[config.mk]
export PLATFORM = sky130hd
export DESIGN_NAME = fwd_scoreboard
export DESIGN_NICKNAME = d
export VERILOG_FILES = /design/src/rtl/fwd_scoreboard.sv
export SDC_FILE = /design/constraint.sdc
export NUM_CORES = 1
export LEC_CHECK = 0
export CORE_MARGIN = 2
export CORE_UTILIZATION = 50
export CTS_CLUSTER_SIZE = 16
export DETAILED_ROUTE_END_ITERATION = 10
export PLACE_DENSITY = 0.72
export SYNTH_ARGS = -nofsm -noshare
export SYNTH_HDL_FRONTEND = slang
export SYNTH_SLANG_ARGS = --single-unit
[constraint.sdc]
create_clock -name clk_i -period 2.8 [get_ports clk_i]
set_input_delay 0.42 -clock clk_i [delete_from_list [all_inputs] [get_ports clk_i]]
set_output_delay 0.42 -clock clk_i [all_outputs]
set_load 0.03 [all_outputs]
[src/rtl/fwd_scoreboard.sv]
// Purpose: EX-stage operand forwarding select and load-use/multi-cycle hazard detection.
// Latency: fwd_sel_o/stall_o are combinational from scoreboard state; the scoreboard updates on each advance edge.
// Backpressure: adv_i=0 freezes all state; stall_o holds EX/upstream and injects a bubble at stage 1.
module fwd_scoreboard #(
    parameter int REG_AW  = 5,
    parameter int NUM_SRC = 2,
    parameter int DEPTH   = 3,
    parameter int LAT_W   = 3,
    parameter int CNT_W   = 16,
    localparam int SELW   = $clog2(DEPTH + 1)
) (
    input  logic                      clk_i,
    input  logic                      rst_i,
    input  logic                      adv_i,
    input  logic                      flush_i,
    input  logic                      ex_valid_i,
    input  logic                      ex_we_i,
    input  logic [REG_AW-1:0]         ex_rd_i,
    input  logic [LAT_W-1:0]          ex_lat_i,
    input  logic [NUM_SRC*REG_AW-1:0] ex_rs_i,
    output logic [NUM_SRC*SELW-1:0]   fwd_sel_o,
    output logic                      stall_o,
    output logic [CNT_W-1:0]          stall_cnt_o
);

    // Scoreboard entry index i holds post-EX stage i+1 (index 0 = EX/MEM).
    logic              v_q   [DEPTH];
    logic [REG_AW-1:0] rd_q  [DEPTH];
    logic [LAT_W-1:0]  cnt_q [DEPTH];
    logic              v_d   [DEPTH];
    logic [REG_AW-1:0] rd_d  [DEPTH];
    logic [LAT_W-1:0]  cnt_d [DEPTH];
    logic [CNT_W-1:0]  stall_cnt_q;
    logic [CNT_W-1:0]  stall_cnt_d;

    logic [NUM_SRC-1:0] busy;
    logic [LAT_W-1:0]   lat_clamp;
    logic               bubble;

    // Per source: youngest matching stage wins; busy if that producer is not ready yet.
    always_comb begin
        fwd_sel_o = '0;
        busy      = '0;
        for (int j = 0; j < NUM_SRC; j++) begin
            for (int k = DEPTH; k >= 1; k--) begin
                if (v_q[k-1] && (rd_q[k-1] == ex_rs_i[j*REG_AW +: REG_AW])) begin
                    fwd_sel_o[j*SELW +: SELW] = SELW'(k);
                    busy[j]                   = (cnt_q[k-1] != '0);
                end
            end
        end
        stall_o = ex_valid_i && !flush_i && (|busy);
    end

    // Latency clamp into [1, DEPTH]; results later than the window are treated as ready at its end.
    always_comb begin
        lat_clamp = ex_lat_i;
        if (ex_lat_i == '0) begin
            lat_clamp = LAT_W'(1);
        end else if (32'(ex_lat_i) > DEPTH) begin
            lat_clamp = LAT_W'(DEPTH);
        end
    end

    // Next state: shift with saturating countdown on advance, hold otherwise.
    always_comb begin
        bubble      = stall_o || flush_i || !ex_valid_i;
        v_d         = v_q;
        rd_d        = rd_q;
        cnt_d       = cnt_q;
        stall_cnt_d = stall_cnt_q;
        if (adv_i) begin
            for (int k = DEPTH - 1; k >= 1; k--) begin
                v_d[k]   = v_q[k-1];
                rd_d[k]  = rd_q[k-1];
                cnt_d[k] = (cnt_q[k-1] == '0) ? '0 : cnt_q[k-1] - LAT_W'(1);
            end
            if (bubble) begin
                v_d[0]   = 1'b0;
                rd_d[0]  = '0;
                cnt_d[0] = '0;
            end else begin
                v_d[0]   = ex_we_i && (ex_rd_i != '0);
                rd_d[0]  = ex_rd_i;
                cnt_d[0] = lat_clamp - LAT_W'(1);
            end
            if (stall_o && (stall_cnt_q != {CNT_W{1'b1}})) begin
                stall_cnt_d = stall_cnt_q + CNT_W'(1);
            end
        end
    end

    // State registers; reset dominates advance and flush.
    always_ff @(posedge clk_i) begin
        if (rst_i) begin
            for (int k = 0; k < DEPTH; k++) begin
                v_q[k]   <= 1'b0;
                rd_q[k]  <= '0;
                cnt_q[k] <= '0;
            end
            stall_cnt_q <= '0;
        end else begin
            v_q         <= v_d;
            rd_q        <= rd_d;
            cnt_q       <= cnt_d;
            stall_cnt_q <= stall_cnt_d;
        end
    end

    assign stall_cnt_o = stall_cnt_q;

endmodule
==> metrics.txt <==
vias in the first global route=2139; Syn Area/Cell=8.64 µm²; Synth Register Bits=43; Synthesized Nets=321; HP Start=cnt_q[2]; fin. max-slew vios=0; final net count=385; Core ar.=4820 µm²; die area=5650 µm²; Final period util=95.7%; synth unique cells=47; CP arrival=2.26 ns; post-synthesis simple-gate area fraction=26.3%; min-delay worst type=reg -> reg; Critical Path Fanout Max=7; top cell type's share of synthesized area=34.0%; Final Util=68.5%; clock tree buffer depth=2; I/O pin cnt=45; Startpoint Class=input port; post-synthesis instance area=2530 µm²; Leak=0.00142 µW; residual DRC count=0; Main synth FF type=dfxtp_1; Routed WL=5.87 mm; non-filler cells in the finished layout=425; Clock Skew=0.00522 ns; DP HPWL=4.41 mm; Tmin final=2.68 ns; ANT nets after route=0; RD Place Congestion=0.875; adder-cell area share of the yosys netlist=1.98%; maximum clock frequency=373 MHz; 1st-iter DRT viols=112; initial antenna violation count=0; Fin. Hold Viols=0; worst vdd ir=280 µV; # H-tree levels=2; max_cap viols=0; Seq/Total Area, Yosys=34.0%; port bufs=44; total negative slack=0 ns; total grt overflow=0; CTS tree=done; n_diodes=0; mux share of post-synthesis cell area=10.9%; First-pass DRT Iterations=4; Crit path required time=2.38 ns; Area Overhead vs Synth=30.3%; Row Count=25; cts hold-fix bufs=0; Crit Path Category=in -> out; first-pass GRT wire length=9.62 mm; worst-margin pin slew=0.654 ns; status=complete, no violations; clk_lat worst skew=0.29 ns; Syn. warnings=0; Crit. End Element=output pin; crit path from=ex_rs_i[1]; Initial Utilization=52.6%; Die H=75.2 µm; fraction of layout cells with a size suffix above 1=18.4%; Via density=5.41; CTS root buf=clkbuf_8; post-DR wirelength/cell=13.8 µm; largest net degree at the start of global routing=40; total global-route track usage=22.0%; Pwr Density=344 nW/µm²; die width=75.2 µm; # setup viols final=0; worst reg2reg path startpoint=rd_q[8]; Synth Instances=293; Vias=2299; Compound-Gate Fraction of Synth Area=13.7%; Clock transition at path regs=0.08 ns; RSZ-0062 raised after global routing=false; clk sinks=43; ranking of synthesized cells by area=dfxtp_1 (34%), xor2_1 (7.6%), nor2_1 (6.2%); main combinational cell family by area after synthesis=simple AND/OR/NAND/NOR gates; area leader, netlist=dfxtp_1; Synth async-reset ratio=0%; Slew headroom=56.1%; CTS Buf Count=5; placed cells=415; number of synthesized flops with an enable pin=0; Post-Synth XOR/XNOR Area=10.4%
## path summary, 6_finish.rpt
kind / end / slack, ns / cells after the start
setup / recovery: stall_o / 0.12 / 9
hold / removal: cnt_q[2] / 0.47 / 2
setup reg to reg: stall_cnt_o[2] / 0.35 / 9
hold reg to reg: cnt_q[2] / 0.47 / 2
## cells in the final DEF (no fill, tap or decap), types with 2 or more instances in the layout
master,Yosys,final
and3_1,7,6
nor3_1,6,5
xor2_1,22,21
nor2_1,42,42
dfxtp_1,43,43
nand2_1,23,23
clkdlybuf4s50_1,0,30
nand2b_1,3,3
a21o_1,2,2
a21oi_1,20,20
dlygate4sd2_1,0,3
clkbuf_8,0,5
nor4b_4,2,2
ha_1,4,4
mux2_2,12,12
o211ai_1,5,5
a2111oi_2,2,2
and4_1,2,2
xnor2_1,8,8
mux2i_1,13,13
dlymetal6s2s_1,0,7
nand3_1,6,6
or3_1,2,2
nor2b_1,13,13
buf_4,0,30
nor4_1,3,3
a211oi_1,4,4
a311oi_1,2,2
clkinv_2,0,3
inv_1,3,3
nand4_1,10,10
nor4_2,2,2
## flip-flops by register name, indices dropped and copies added (netlist names)
| register | count |
|---|---|
| rd_q | 15 |
| stall_cnt_o | 16 |
| v_q | 3 |
| cnt_q | 9 |
## cells in the mapped netlist, types with 2 or more instances
master,number
nor4_2,2
a21oi_1,20
nor4b_4,2
nand2_1,23
mux2_2,12
buf_1,3
dfxtp_1,43
and3_1,7
a2111oi_2,2
inv_1,3
nor2_1,42
or3_1,2
clkbuf_1,7
nor4_1,3
nand3_1,6
a21o_1,2
nor2b_1,13
o211ai_1,5
mux2i_1,13
and4_1,2
xor2_1,22
xnor2_1,8
buf_2,4
nand4_1,10
ha_1,4
nand2b_1,3
a211oi_1,4
a311oi_1,2
nor3_1,6
## where the power goes
| group | leakage [µW] | internal, µW | switching (µW) |
|---|---|---|---|
| combinational | 0.00103 | 64.0 | 64.6 |
| sequential | 0.000347 | 617 | 8.69 |
| clock | 0.0000477 | 171 | 211 |
## kinds of logic after synthesis
kind of cell,count (synthesis)
simple gates,126
compound gates,47
flops,43
xor+xnor,30
mux,26
buf+inv,17
fa+ha+maj,4
## per-stage QoR
step	hold WS [ns]	power (µW)	instance area, µm²	setup WS [ns]
floorplan	0.441	706	2530	0.308
global placement	0.451	769	3170	-0.158
detailed placement	0.453	769	3170	-0.163
CTS	0.466	1150	3270	0.0254
global route	0.509	1180	3300	0.0178
finish	0.465	1140	3300	0.121
## worst max-delay path, stage by stage
cell	delay [ns]
clkdlybuf4s50_1	0.49
xor2_1	0.20
nor4_2	0.08
and3_1	0.21
nor4b_4	0.32
nor2_2	0.06
buf_4	0.16
a21oi_1	0.14
buf_4	0.17
## what timing repair did
action                                  in CTS  in global routing
buffers inserted                             2                  0
cloned                                       0                  0
endpoints found under the setup margin       3                  4
resized for setup                            4                  9
pin swaps                                    3                  3
## area by class of cell
class / instances / area [µm²]
tap: 67 / 83.8
inverter: 3 / 11.3
multi-input combinational: 233 / 1620
clock buffer: 5 / 68.8
fill: 429 / 1520
sequential: 43 / 861
clock inverter: 3 / 15.0
timing repair buffer: 71 / 644
## layer usage
layer  routed length, µm  share of wire, %  GRT usage, %
met1                2990                51          31.6
met4                  47              0.80          6.43
met5                   0                 0             0
met2                2580                44          34.0
met3                 248               4.2          3.75
Power figures use the tool's default switching activity.
